### config.mk
export PLATFORM = sky130hd
export DESIGN_NAME = amp_envelope
export DESIGN_NICKNAME = d
export VERILOG_FILES = /design/src/rtl/amp_pkg.sv /design/src/rtl/env_tracker.sv /design/src/rtl/amp_envelope.sv
export SDC_FILE = /design/constraint.sdc
export NUM_CORES = 1
export LEC_CHECK = 0
export ABC_AREA = 1
export ABC_CLOCK_PERIOD_IN_PS = 4800
export BUFFER_PORTS_ARGS = -buffer_cell sky130_fd_sc_hd__clkbuf_2
export CAP_MARGIN = 20
export CORE_MARGIN = 2
export CORE_UTILIZATION = 33
export CTS_BUF_LIST = sky130_fd_sc_hd__clkbuf_4 sky130_fd_sc_hd__clkbuf_8
export CTS_CLUSTER_SIZE = 30
export DETAILED_ROUTE_END_ITERATION = 8
export SLEW_MARGIN = 20
export SYNTH_ARGS = -nofsm -noshare
export SYNTH_HDL_FRONTEND = slang
export SYNTH_SLANG_ARGS = --single-unit
### constraint.sdc
create_clock -name clk -period 4.8 [get_ports clk]
set_input_delay 0.72 -clock clk [delete_from_list [all_inputs] [get_ports clk]]
set_output_delay 0.72 -clock clk [all_outputs]
set_load 0.01 [all_outputs]
### src/rtl/amp_pkg.sv
// Shared definitions for the amplitude producer/consumer pair (amp_envelope, amp_limiter).
// Holds the word width, default tuning values and the sample magnitude helper.
package amp_pkg;

    localparam int AMP_W = 16;

    localparam int DEF_DECIM        = 4;
    localparam int DEF_ATTACK_SHIFT = 0;
    localparam int DEF_HOLD_SAMPLES = 8;
    localparam int DEF_DECAY_SHIFT  = 4;
    localparam int DEF_CLIP_LEVEL   = 32000;

    typedef enum logic [1:0] {
        ENV_ATTACK,
        ENV_HOLD,
        ENV_DECAY
    } env_mode_e;

    // Magnitude of a two's-complement sample as an unsigned word. The result is
    // at most 2**(AMP_W-1), which always fits, so -32768 maps to 32768 unchanged.
    function automatic logic [AMP_W-1:0] abs_sat(input logic signed [AMP_W-1:0] x);
        logic [AMP_W:0] wide;
        wide = x[AMP_W-1] ? ((AMP_W+1)'(0) - {x[AMP_W-1], x}) : {1'b0, x};
        return wide[AMP_W-1:0];
    endfunction

endpackage

### src/rtl/env_tracker.sv
// Peak envelope follower: attack toward larger magnitudes, hold for a number of
// samples after the last peak, then decay geometrically (never below the input).
module env_tracker
    import amp_pkg::*;
#(
    parameter int ATTACK_SHIFT = DEF_ATTACK_SHIFT,
    parameter int HOLD_SAMPLES = DEF_HOLD_SAMPLES,
    parameter int DECAY_SHIFT  = DEF_DECAY_SHIFT
) (
    input  logic             clk,
    input  logic             rst,
    input  logic             en,
    input  logic [AMP_W-1:0] mag,
    output logic [AMP_W-1:0] env
);

    localparam logic [15:0] HOLD_LOAD = 16'(HOLD_SAMPLES);

    logic [15:0]    hold_cnt;
    logic [15:0]    hold_next;
    logic [AMP_W:0] env_next;
    logic [AMP_W:0] mag_w;
    logic [AMP_W:0] env_w;
    logic [AMP_W:0] attack_step;
    logic [AMP_W:0] decay_step;
    logic [AMP_W:0] decay_cand;
    env_mode_e      mode;

    assign mag_w = {1'b0, mag};
    assign env_w = {1'b0, env};

    // abs == env is not a new peak, so it falls through to hold/decay.
    always_comb begin
        if (mag_w > env_w)
            mode = ENV_ATTACK;
        else if (hold_cnt != '0)
            mode = ENV_HOLD;
        else
            mode = ENV_DECAY;
    end

    // NOTE: every variable written here gets a value on every path first, so no latch is inferred.
    always_comb begin
        attack_step = (mag_w - env_w) >> ATTACK_SHIFT;
        if (attack_step == '0)
            attack_step = (AMP_W+1)'(1);

        decay_step = env_w >> DECAY_SHIFT;
        if (decay_step == '0)
            decay_step = (AMP_W+1)'(1);
        decay_cand = env_w - decay_step;

        env_next  = env_w;
        hold_next = hold_cnt;
        unique case (mode)
            ENV_ATTACK: begin
                env_next  = env_w + attack_step;
                hold_next = HOLD_LOAD;
            end
            ENV_HOLD: begin
                hold_next = hold_cnt - 16'd1;
            end
            ENV_DECAY: begin
                // Floor at the current magnitude; also catches env=0 wrapping below zero.
                if (decay_step > env_w || decay_cand < mag_w)
                    env_next = mag_w;
                else
                    env_next = decay_cand;
            end
            default: begin
                env_next  = env_w;
                hold_next = hold_cnt;
            end
        endcase
    end

    // NOTE: sequential state uses non-blocking assignments so every register samples pre-edge values.
    always_ff @(posedge clk or posedge rst) begin
        if (rst) begin
            env      <= '0;
            hold_cnt <= '0;
        end else if (en) begin
            env      <= env_next[AMP_W-1:0];
            hold_cnt <= hold_next;
        end
    end

endmodule

### src/rtl/amp_envelope.sv
// Sample magnitude, clip detection and envelope decimation feeding amp_limiter:
// one amplitude word with a single-cycle valid strobe per DECIM accepted samples.
module amp_envelope
    import amp_pkg::*;
#(
    parameter int DECIM        = DEF_DECIM,
    parameter int ATTACK_SHIFT = DEF_ATTACK_SHIFT,
    parameter int HOLD_SAMPLES = DEF_HOLD_SAMPLES,
    parameter int DECAY_SHIFT  = DEF_DECAY_SHIFT,
    parameter int CLIP_LEVEL   = DEF_CLIP_LEVEL
) (
    input  logic             clk,
    input  logic             rst,
    input  logic             sample_valid,
    input  logic [AMP_W-1:0] sample,
    output logic [AMP_W-1:0] amplitude,
    output logic             valid,
    output logic             clip
);

    localparam int                 DEC_W    = (DECIM > 2) ? $clog2(DECIM) : 1;
    localparam logic [DEC_W-1:0]   DEC_LAST = DEC_W'(DECIM - 1);
    localparam logic [AMP_W:0]     CLIP_W   = (AMP_W+1)'(CLIP_LEVEL);

    logic [AMP_W-1:0] mag;
    logic [AMP_W-1:0] env;
    logic [DEC_W-1:0] dec_cnt;
    logic             pending;
    logic             block_end;

    assign mag       = abs_sat($signed(sample));
    assign block_end = sample_valid && (dec_cnt == DEC_LAST);

    env_tracker #(
        .ATTACK_SHIFT (ATTACK_SHIFT),
        .HOLD_SAMPLES (HOLD_SAMPLES),
        .DECAY_SHIFT  (DECAY_SHIFT)
    ) u_env_tracker (
        .clk (clk),
        .rst (rst),
        .en  (sample_valid),
        .mag (mag),
        .env (env)
    );

    always_ff @(posedge clk or posedge rst) begin
        if (rst) begin
            dec_cnt <= '0;
        end else if (sample_valid) begin
            dec_cnt <= block_end ? '0 : dec_cnt + DEC_W'(1);
        end
    end

    // The strobe lands one edge after the block's last sample, so amplitude
    // captures env including that sample even if a new sample updates env now.
    always_ff @(posedge clk or posedge rst) begin
        if (rst) begin
            pending   <= 1'b0;
            valid     <= 1'b0;
            amplitude <= '0;
        end else begin
            pending <= block_end;
            valid   <= pending;
            if (pending)
                amplitude <= env;
        end
    end

    always_ff @(posedge clk or posedge rst) begin
        if (rst)
            clip <= 1'b0;
        else
            clip <= sample_valid && ({1'b0, mag} >= CLIP_W);
    end

endmodule
Yosys cells after proc, flatten, opt, wreduce, memory -nomap -nowiden
Index checks and enable logic that the tools add are counted.
Widths: inputs -> output; s select.
Word-level totals
  register bits after elaboration: 53
  bits in latches: 0
  bits in writable memories: 0
  memory bits (read-only): 0
  input bits: 19
  output and inout bits: 18
  word-level logic and storage cells: 40
  memories kept: 0
Operators by class
  add/sub/neg operators: 6
  multipliers: 0
  divide/modulo/power cells: 0
  $lt $le $gt $ge: 4
  equal/unequal tests: 3
  shift-type cells: 0
  mux-type cells: 9
  bitwise gates (word level): 0
  reductions and logical operators: 11
Operators with widths (count)
  $pmux 16 s2: 2
  $mux 16: 3
  $logic_not 17->1: 2
  $lt 17x16->1: 1
  $sub 16x12->17: 1
  $sub 16x16->17: 1
  $add 16x16->16: 1
  $ge 16x15->1 const B: 1
  $gt 12x16->1: 1
  $gt 16x16->1: 1
  $reduce_bool 16->1: 1
  $sub 1x16->16 const A: 1
  $sub 16x1->16 const B: 1
  $mux 12: 1
  $mux 2: 3
  $eq 2x2->1 const B: 2
  $reduce_and 2->1: 2
  $reduce_bool 2->1: 2
  $add 2x1->2 const B: 1
  $eq 2x1->1 const B: 1
  $logic_and 1x1->1: 2
  $logic_not 2->1: 1
  $logic_or 1x1->1: 1

Depth between registers and ports, before layout
Gate-level depths: netlist of the first run.
  word-level depth: 7
  gate-level depth with buffers: 41
  depth with buffers taken out: 41

By module
A second synthesis of the first run with hierarchy kept.
Second synthesis, totals
  cells, all modules: 938
  area, all modules: 6267.3 um^2
By module, submodules not included
  env_tracker: times used 1, cells each 784, area an instance 5003.5 um^2, sequential area each 800.8 um^2
  amp_envelope: times used 1, cells each 154, area an instance 1263.7 um^2, sequential area each 525.5 um^2

Worst setup path after synthesis of the first run
No wires, ideal clock.
  kind: input -> register
  start: input sample[0]
  end: register u_env_tracker.env[14]
  library setup time: 0.113 ns
  data arrival time: 5.402 ns
  data required time: 4.687 ns
  setup slack: -0.714 ns
  stages on the path: 40
  cells stage by stage: inv_1 -> ha_1 -> inv_1 -> nor2_1 -> inv_1 -> nor2_1 -> inv_1 -> nor3_1 -> nand4_1 -> o41ai_1 -> xor2_1 -> inv_1 -> ha_1 -> nand2_1 -> inv_1 -> nand2_1 -> nand2_1 -> a21oi_1 -> (+4 left out) -> nand3_2 -> a21oi_2 -> inv_1 -> fa_1 -> o21ai_0 -> a21oi_1 -> nor2_1 -> nor2_1 -> o21bai_1 -> nand2_1 -> a21oi_1 -> nand3_1 -> nand2_1 -> a21oi_1 -> o21ai_0 -> nand3_1 -> nand2_1 -> inv_1
On the way
  cells in the longest elaborated chain, start to end: 7
Ends and longest elaborated chain
  start, declared: RTL line amp_envelope.sv:15  | input logic [AMP_W-1:0] sample,
  $sub 1x16->16: RTL line amp_pkg.sv:23  | wide = x[AMP_W-1] ? ((AMP_W+1)'(0) - {x[AMP_W-1], x}) : {1'b0, x};
  $mux 16 (*): RTL line amp_pkg.sv:23
  $sub 16x16->17 / $gt 16x16->1 (equally long branches): RTL line env_tracker.sv:44, env_tracker.sv:34
  $logic_not 17->1 / $mux 2 (equally long branches): RTL line env_tracker.sv:45, env_tracker.sv:34
  $mux 16, or another cell as far along: RTL line env_tracker.sv:45  | if (attack_step == '0)
  $add 16x16->16 / $reduce_bool 2->1 (equally long branches)
  $pmux 16 s2 / $reduce_and 2->1 (equally long branches)
  end signal, assigned: RTL line env_tracker.sv:83  | env <= env_next[AMP_W-1:0];
  end, declared: RTL line env_tracker.sv:14  | output logic [AMP_W-1:0] env
Mark *: on every way between the ends. The rest lies on a longest branch, timed or not.
A chain may end at the register's enable or synchronous reset.

Final worst setup path of the first run
  start: input sample[0]
  end: register u_env_tracker.env[12]
The elaborated chain is that of the path after synthesis.

==> run metrics, run 1 <==
final WL=17500 um; Placed Instances=1223; first-pass GRT wire length=28900 um; Tot GR Track Use=19.3%; status=finished with violations; max_slew headroom=33.5%; largest net degree at the start of global routing=54; CP max FO=4; Setup crit end kind=flop; fillers=1775; die span in x=137 um; # H-tree levels=2; Die ar.=0.0189 mm^2; die height=137 um; Post-Syn Area=0.00587 mm^2; Hold WC Path Type=reg2reg; Syn Area/Cell=6.71 um^2; fin cells=1250; CP arrival=5.38 ns; clk_lat worst skew=0.32 ns; Reg area=0.00133 mm^2; cts hold-fix bufs=0; DRT antenna net count=0; share of cells above drive strength 1=26.1%; Final Slew Violations=0; Fmax achieved=195 MHz; cell mode on critical path=nand2_2; period utilization=107%; violated checks=negative setup slack; area of the multi-input gates=0.00408 mm^2; Initial Utilization=33.8%; cells after synthesis=874; placed cell area=0.00710 mm^2; Crit-path slowest cell=fa_2; Diodes inserted=0; final-report setup violation count=3; IO Count=37; type of origin of the critical path=input port; Final Hold Viols=0; DR vias=5967; post-synthesis register bit count=53; Unique masters post-synth=52; final instance area=0.00755 mm^2; clk root buf=clkbuf_8; worst reg2reg path depth=28; slowest stage delay, CP=0.36 ns; Buffers on Ports=36; r2r startpoint=u_env_tracker.env[12]; Synth-to-Final Area Change=28.7%; vias in the first global route=5858; Syn Nets=956; Clock Path Buffers=2; via/cell ratio=4.77; max-cap violations=0; shortest period the worst path allows=5.14 ns; total CTS buffers=5; GPL Wtd Cong=0.915; CP required=5.04 ns; clock sink count=53; grt total ovfl=0; RSZ-0062 raised after global routing=yes; Fin Hold WS=0.487 ns; # rows=48; DP HPWL=14100 um; DR DRC count=0; initial antenna violation count=0; Final WS setup=-0.341 ns; Least-Margin Pin Slew=0.998 ns; WL per Instance=14.0 um; yosys warns=0; flop2flop setup slack=0.30 ns; CP startpoint=sample[0]; CTS tree=done; Setup Crit Path Kind=in2reg; Iter 0 DRT Violations=450; drt pass-1 iters=5; area of the core=0.0174 mm^2; post-synthesis sequential area ratio=22.6%; FF-to-FF End=u_env_tracker.env[4]; CP endpoint=u_env_tracker.env[12]; Clock Skews=0.0115 ns; Clk pin slew, worst setup/hold paths=0.11 ns; Core Util, Final=43.5%; # nets final=1106
layer usage:
layer | global-route usage (%) | vias up | share of wire (%)
li1 | - | 3129 | -
met1 | 28.2 | 2692 | 50
met2 | 31.2 | 130 | 44
met3 | 1.29 | 16 | 4.5
met4 | 4.24 | 0 | 1.2
met5 | 0 | - | 0
placed cells by master (no fill, tap or decap), drive strengths merged, types with 7 or more instances in the layout:
master	instances
nand2	200
ha	60
nand3b	7
nand4	8
nor3	15
dfrtp	53
buf	121
nor2	101
o211ai	9
inv	162
a21oi	85
clkbuf	40
xor2	34
o21ai	28
nand3	46
worst max-delay path: cells and delay by family:
kind	cells	cell delay (ns)
XOR/XNOR	2	0.37
buffers and inverters	8	0.65
AO/OA/AOI/OAI	8	1.28
AND/OR/NAND/NOR	16	1.56
adder cells (fa/ha/maj)	3	0.79
sequential cells by signal (all words and copies together), names as in the netlist:
signal,flops
u_env_tracker.hold_cnt,16
pending,1
dec_cnt,2
u_env_tracker.env,16
clip,1
valid,1
amplitude,16
through the flow:
step	TNS, ns	setup WS [ns]
finish	-0.761	-0.341
global route	-2.36	-0.747
CTS	-0.736	-0.293
detailed placement	-3.28	-0.862
global placement	-2.31	-0.695
floorplan	-0.358	-0.240
worst min path at each step:
stage	from	end	slack (ns)	cells after the start
5_1_grt	dec_cnt[1]	dec_cnt[1]	0.51	2
3_5_place_dp	dec_cnt[1]	dec_cnt[1]	0.47	2
2_1_floorplan	pending	valid	0.43	0
6_report	dec_cnt[0]	dec_cnt[0]	0.49	1
4_1_cts	dec_cnt[1]	dec_cnt[1]	0.50	2
3_3_place_gp	dec_cnt[0]	dec_cnt[0]	0.46	1
repair_timing:
action | CTS | global route
resized for setup | 18 | 35
setup endpoints to repair | 5 | 17
pin swaps | 12 | 15
cloned | 0 | 0
setup buffers | 20 | 4
kinds of logic (layout without fill, tap and decap cells):
family	after synthesis	in the layout	share of synthesized area, %
simple gates	387	387	30.2
buf+inv	175	326	11.9
compound gates	160	160	16.1
fa+ha+maj	63	63	13.8
flops	53	53	22.6
xor+xnor	36	36	5.38
cell type report:
class | instances | share of cell area (%)
well taps | 225 | 3.73
inverters | 162 | 8.42
clock buffers | 5 | 0.912
repair buffers | 156 | 15.1
flip-flops and latches | 53 | 17.6
multi-input cells | 646 | 54.0
clock inverters | 3 | 0.282
cells in the mapped netlist, drive strengths merged:
cell type  number  area share (%)
clkbuf          8            0.85
o41ai           3            0.45
clkinv          1           0.085
o21bai          4            0.51
nand3b          7            0.96
nor3           15             1.6
buf             5            0.58
nor4            4            0.64
dfrtp          53              23
nor2          101             7.0
nand2         200              14
ha             60              13
a211o           1            0.15
a211oi          2            0.26
a21o            1            0.13
nand4           8            0.96
xor2           34             5.1
o22ai           6            0.75
a21oi          85             7.6
nand3          46             4.4
xnor2           2            0.30
a31oi           6            0.64
o21ai          28             2.5
fa              3             1.0
a22oi           6            0.77
inv           161              10
o211ai          9             1.2
o2111ai         2            0.30
o21a            5            0.64
or2             6            0.68
a21boi          2            0.26
Power of run 1 is not shown: default switching activity piles up to over one toggle a cycle in this logic, so the estimate is an artifact.
==> inputs of run 2 (changes only) <==
--- a/config.mk
+++ b/config.mk
@@ -14,6 +14,7 @@
 export CTS_BUF_LIST = sky130_fd_sc_hd__clkbuf_4 sky130_fd_sc_hd__clkbuf_8
 export CTS_CLUSTER_SIZE = 30
 export DETAILED_ROUTE_END_ITERATION = 8
+export REMOVE_ABC_BUFFERS = 1
 export SLEW_MARGIN = 20
 export SYNTH_ARGS = -nofsm -noshare
 export SYNTH_HDL_FRONTEND = slang
==> run 2 against run 1 <==
- the run still ends with negative setup slack left
- final cell count is 3.3% higher
- routed wire length is 2.2% higher
- sequential cell count did not move
- largest cell class unchanged
==> run metrics, run 2 (synthesized netlist as in run 1, its figures left out) <==
top layer in use=met4; shortest period the worst path allows=5.05 ns; Pleak=4.31 nW; first-pass GRT wire length=29600 um; initial antenna violation count=0; WL per Instance=13.9 um; clk root buf=clkbuf_8; Core Util, Final=45.9%; switch share=52.2%; Hold WC Path Type=reg2reg; vias in the first global route=6120; Initial Utilization=33.8%; met3 WL=744 um; die height=137 um; CTS tree=done; clock sink count=53; WL met1=8680 um; CP arrival=5.28 ns; Fmax achieved=198 MHz; largest net degree at the start of global routing=54; fillers=1762; status=finished with violations; total CTS buffers=5; Iter 0 DRT Violations=392; RSZ-0062 raised after global routing=yes; Clk pwr share=4.4%; Final WS setup=-0.251 ns; Diodes inserted=0; PD cells=814 mW/mm^2; grt total ovfl=0; Least-Margin Pin Slew=0.973 ns; Final Slew Violations=0; Psw=3.39 mW; Final Hold Viols=0; IO Count=37; registers with the most flip-flops=amplitude (16), u_env_tracker.env (16), u_env_tracker.hold_cnt (16); Setup crit end kind=flop; share of cells above drive strength 1=30.2%; max_slew headroom=35.1%; Clock Skews=0.0145 ns; Crit-path slowest cell=fa_2; most common cell after layout, fill and taps aside=nand2_1; CP max FO=4; cell mode on critical path=nand2_1; Clock Path Buffers=2; DR DRC count=0; cts hold-fix bufs=0; Synth-to-Final Area Change=35.8%; violated checks=negative setup slack; met2 wire len=8180 um; via/cell ratio=4.79; drt pass-1 iters=5; final WL=17900 um; DR vias=6188; die span in x=137 um; DP HPWL=14100 um; DRT antenna net count=0; Internal=3.10 mW; Setup Crit Path Kind=in2reg; # rows=48; commonest non-fill, non-tap cells in the layout=nand2_1, buf_4, inv_1; Buffers on Ports=36; Clk pin slew, worst setup/hold paths=0.11 ns; Die ar.=0.0189 mm^2; area of the core=0.0174 mm^2; period utilization=105%; Gate power share=83.2%; max-cap violations=0; clk_lat worst skew=0.32 ns; GPL Wtd Cong=0.907; # nets final=1147; VDD IR-drop max=0.000306 V; type of origin of the critical path=input port; final-report setup violation count=3; slowest stage delay, CP=0.35 ns; Tot GR Track Use=19.9%; Setup Total Neg Slack=-0.578 ns; # H-tree levels=2; CP required=5.03 ns; Reg power frac=12.4%
## run 2: cell types whose count changed in the layout (fill, tap and decap cells not counted), moves of 3 or more
| cell | delta |
|---|---|
| nor2_1 | -8 |
| nand3_2 | +3 |
| nor2_2 | +4 |
| inv_4 | +3 |
| buf_4 | +38 |
| nand2_2 | -7 |
| nand2_1 | +6 |
| nor2_4 | +4 |
## run 2: critical path, delay by kind of cell
kind,cells,cell delay [ns]
xor+xnor,1,0.22
fa+ha+maj,3,0.73
buf+inv,10,0.67
simple gates,19,1.69
compound gates,9,1.25
## run 2: power groups by stage
stage / Sequential (mW) / Combinational (mW) / Clock, mW
after detailed placement: 0.803 / 4.86 / 0
after CTS: 0.796 / 5.32 / 0.299
after global placement: 0.806 / 4.80 / 0
final: 0.802 / 5.40 / 0.288
after floorplan: 0.824 / 3.17 / 0
after global routing: 0.830 / 6.07 / 0.312
## run 2: cell type report
cell class | instances | area (um^2) | area share [%]
clock inverters | 1 | 5.00 | 0.0628
flip-flops and latches | 53 | 1330 | 16.6
well taps | 225 | 282 | 3.53
repair inverters | 1 | 7.51 | 0.0942
inverters | 162 | 631 | 7.91
repair buffers | 196 | 1460 | 18.3
clock buffers | 7 | 96.3 | 1.21
multi-input cells | 646 | 4160 | 52.2
## run 2: repair_timing
action                                 CTS  global route
cloned                                   2             0
endpoints found under the hold margin    0             0
resized for setup                       53            43
setup endpoints to repair                6            31
buffers inserted                        34            10
pin swaps                               24            32
## run 2: path summary, 6_finish.rpt
kind	slack [ns]	cells past startpoint	start	to
hold reg to reg	0.47	1	dec_cnt[0]	dec_cnt[0]
max in group asynchronous	3.76	3	rst	amplitude[13]
min in group asynchronous	0.56	3	rst	amplitude[2]
setup reg to reg	0.42	31	u_env_tracker.env[11]	u_env_tracker.env[14]
setup / recovery	-0.25	42	sample[0]	u_env_tracker.env[14]
hold / removal	0.47	1	dec_cnt[0]	dec_cnt[0]
## run 2: per-layer routing
layer / track usage, % / vias to the layer above
met1: 27.1 / 2814
li1: - / 3211
met4: 5.15 / 0
met3: 2.32 / 24
met2: 33.4 / 139
met5: 0 / -
## run 2: per-stage QoR
| stage | cell area, um^2 | setup WS [ns] | instances | hold slack, ns | total power, mW |
|---|---|---|---|---|---|
| final | 7970 | -0.251 | 1291 | 0.470 | 6.49 |
| after global routing | 7970 | -0.671 | 1291 | 0.533 | 7.21 |
| after CTS | 7810 | -0.354 | 1291 | 0.477 | 6.41 |
| after detailed placement | 7220 | -1.03 | 1249 | 0.463 | 5.66 |
| after global placement | 7220 | -0.967 | 1249 | 0.457 | 5.61 |
| after floorplan | 5780 | -0.736 | 861 | 0.439 | 3.99 |
Note: power is estimated with default switching activity, not from simulation.
==> inputs of run 3 (changes only) <==
--- a/config.mk
+++ b/config.mk
@@ -5,15 +5,17 @@
 export SDC_FILE = /design/constraint.sdc
 export NUM_CORES = 1
 export LEC_CHECK = 0
-export ABC_AREA = 1
 export ABC_CLOCK_PERIOD_IN_PS = 4800
 export BUFFER_PORTS_ARGS = -buffer_cell sky130_fd_sc_hd__clkbuf_2
 export CAP_MARGIN = 20
+export CELL_PAD_IN_SITES_DETAIL_PLACEMENT = 0
+export CELL_PAD_IN_SITES_GLOBAL_PLACEMENT = 1
 export CORE_MARGIN = 2
 export CORE_UTILIZATION = 33
 export CTS_BUF_LIST = sky130_fd_sc_hd__clkbuf_4 sky130_fd_sc_hd__clkbuf_8
 export CTS_CLUSTER_SIZE = 30
 export DETAILED_ROUTE_END_ITERATION = 8
+export PLACE_DENSITY_LB_ADDON = 0.1
 export REMOVE_ABC_BUFFERS = 1
 export SLEW_MARGIN = 20
 export SYNTH_ARGS = -nofsm -noshare
==> run 3 against run 2 <==
- the flow still finishes with violations (negative setup slack)
- critical endpoint is now u_env_tracker.env[12]
- routed wire length rose by 13%
- sequential cell count is the same
- largest cell class unchanged
- synthesized cell count decreased by 22%
- core utilization is 6.2 points higher
- via count fell by 2.6%
- global-route usage increased by 3.0 points
==> run metrics, run 3 <==
status=finished with violations; violated checks=negative setup slack; EDFF count, synth=0; vias in the first global route=6222; Commonest cells post-synth=inv_1, ha_1, dfrtp_1, nor2_1, nand2_1; die height=135 um; area of the core=0.0166 mm^2; largest net degree at the start of global routing=54; Fmax achieved=187 MHz; post-synthesis sequential area ratio=23.5%; initial antenna violation count=0; CTS tree=done; clk_lat worst skew=0.32 ns; final-report setup violation count=16; grt total ovfl=0; Buffers on Ports=36; CP max FO=5; Clock Skews=0.00942 ns; Clock Path Buffers=2; DR vias=6029; commonest non-fill, non-tap cells in the layout=buf_4, inv_1, dfrtp_1; Final WS setup=-0.556 ns; leading post-synthesis cells by cell area=dfrtp_1, ha_1, inv_1; Least-Margin Pin Slew=0.782 ns; # rows=47; CP required=5.01 ns; total CTS buffers=5; cells after synthesis=681; Post-Syn Area=0.00563 mm^2; IO Count=37; Async S/R FF share, synth=100%; # nets final=1031; most common cell after layout, fill and taps aside=buf_4; Reg area=0.00133 mm^2; clk root buf=clkbuf_8; Final Slew Violations=0; Syn Area/Cell=8.27 um^2; shortest period the worst path allows=5.36 ns; Die ar.=0.0181 mm^2; Setup Total Neg Slack=-5.51 ns; Clk pin slew, worst setup/hold paths=0.10 ns; Synth area leader=dfrtp_1; DP HPWL=16000 um; first-pass GRT wire length=32500 um; Hold WC Path Type=reg2reg; Synth-to-Final Area Change=53.8%; registers with the most flip-flops=amplitude (16), u_env_tracker.env (16), u_env_tracker.hold_cnt (16); fin cells=1170; drt pass-1 iters=4; type of origin of the critical path=input port; Top Family by Delay on Critical Path=compound AO/OA/AOI/OAI gates; Diodes inserted=0; Crit-path slowest cell=fa_2; fillers=1615; final WL=20200 um; Setup crit end kind=flop; max_slew headroom=47.9%; Setup Crit Path Kind=in2reg; r2r startpoint=u_env_tracker.env[6]; GPL Wtd Cong=0.898; DRT antenna net count=0; clock sink count=53; area of the multi-input gates=0.00460 mm^2; CP arrival=5.57 ns; post-synthesis register bit count=53; area share of the largest cell type after synthesis=23.5%; Tot GR Track Use=22.9%; Final Hold Viols=0; WP buf/inv=2; Iter 0 DRT Violations=218; period utilization=112%; pre-CTS WS=-1.69 ns; RSZ-0062 raised after global routing=yes; # H-tree levels=2; yosys warns=0; die span in x=135 um; Placed Instances=1117; max-cap violations=0; WL per Instance=17.3 um; via/cell ratio=5.15; Top FF cell, synth=dfrtp_1; count leader, synth=inv_1; CP startpoint=sample[4]; Initial Utilization=33.8%; DR DRC count=0; Unique masters post-synth=75; hold_sp=amplitude[13]; slowest stage delay, CP=0.36 ns; share of cells above drive strength 1=44.3%
-- run 3: cell types whose count changed after synthesis, moves of 24 or more --
| cell | delta |
|---|---|
| nand2_1 | -139 |
| a21oi_1 | -40 |
| nor2_1 | -47 |
| xnor2_1 | +24 |
| nand3_1 | -26 |
| inv_1 | -89 |
-- run 3: metal layers --
| layer | up-vias | global-route usage (%) | part of all wire (%) |
|---|---|---|---|
| li1 | 3008 | - | - |
| met1 | 2909 | 29.6 | 45 |
| met2 | 89 | 40.4 | 50 |
| met3 | 23 | 2.55 | 3.4 |
| met4 | 0 | 6.32 | 2.1 |
| met5 | - | 0 | 0 |
-- run 3: worst paths after layout --
| path | depth (start not counted) | to | slack [ns] |
|---|---|---|---|
| hold reg to reg | 1 | amplitude[13] | 0.51 |
| hold / removal | 1 | amplitude[13] | 0.51 |
| min in group asynchronous | 3 | valid | 0.55 |
| max in group asynchronous | 3 | amplitude[15] | 3.78 |
| setup / recovery | 27 | u_env_tracker.env[12] | -0.56 |
| setup reg to reg | 24 | u_env_tracker.env[5] | -0.39 |
-- run 3: cell type report --
type / count / area share [%]
clock inverters: 3 / 0.505
clock buffers: 5 / 0.794
repair buffers: 282 / 24.3
flip-flops and latches: 53 / 15.3
multi-input cells: 542 / 53.1
well taps: 220 / 3.18
inverters: 65 / 2.82
-- run 3: kinds of logic after synthesis --
| group | count (synthesis) | share of synthesized area, % |
|---|---|---|
| simple gates | 201 | 18.5 |
| buf+inv | 86 | 5.89 |
| mux | 30 | 5.84 |
| flops | 53 | 23.5 |
| xor+xnor | 49 | 7.62 |
| fa+ha+maj | 63 | 14.4 |
| compound gates | 199 | 24.2 |
-- run 3: worst register-to-register path: cells and delay by family, from the launching register on --
kind | cells | cell delay (ns)
compound gates | 11 | 2.09
simple gates | 6 | 1.32
fa+ha+maj | 3 | 0.75
flops | 1 | 0.45
buf+inv | 3 | 0.35
xor+xnor | 1 | 0.17
-- run 3: what timing repair did --
action                     in CTS  in global routing
gates resized for setup        96                 52
setup buffers                  39                 11
setup endpoints to repair      19                 26
gates cloned                    1                  0
pin swaps                      55                 46
hold buffers                    0                  0
-- run 3: through the flow --
| step | cell area (um^2) | hold WS (ns) | utilization (%) |
|---|---|---|---|
| after floorplan | 5550 | 0.480 | - |
| final | 8660 | 0.514 | 52.1 |
| after global routing | 8660 | 0.548 | 52.1 |
| after global placement | 7540 | 0.490 | 45.3 |
| after CTS | 8370 | 0.520 | 50.3 |
| after detailed placement | 7540 | 0.495 | 45.3 |
Power of run 3 is left out for the same reason.
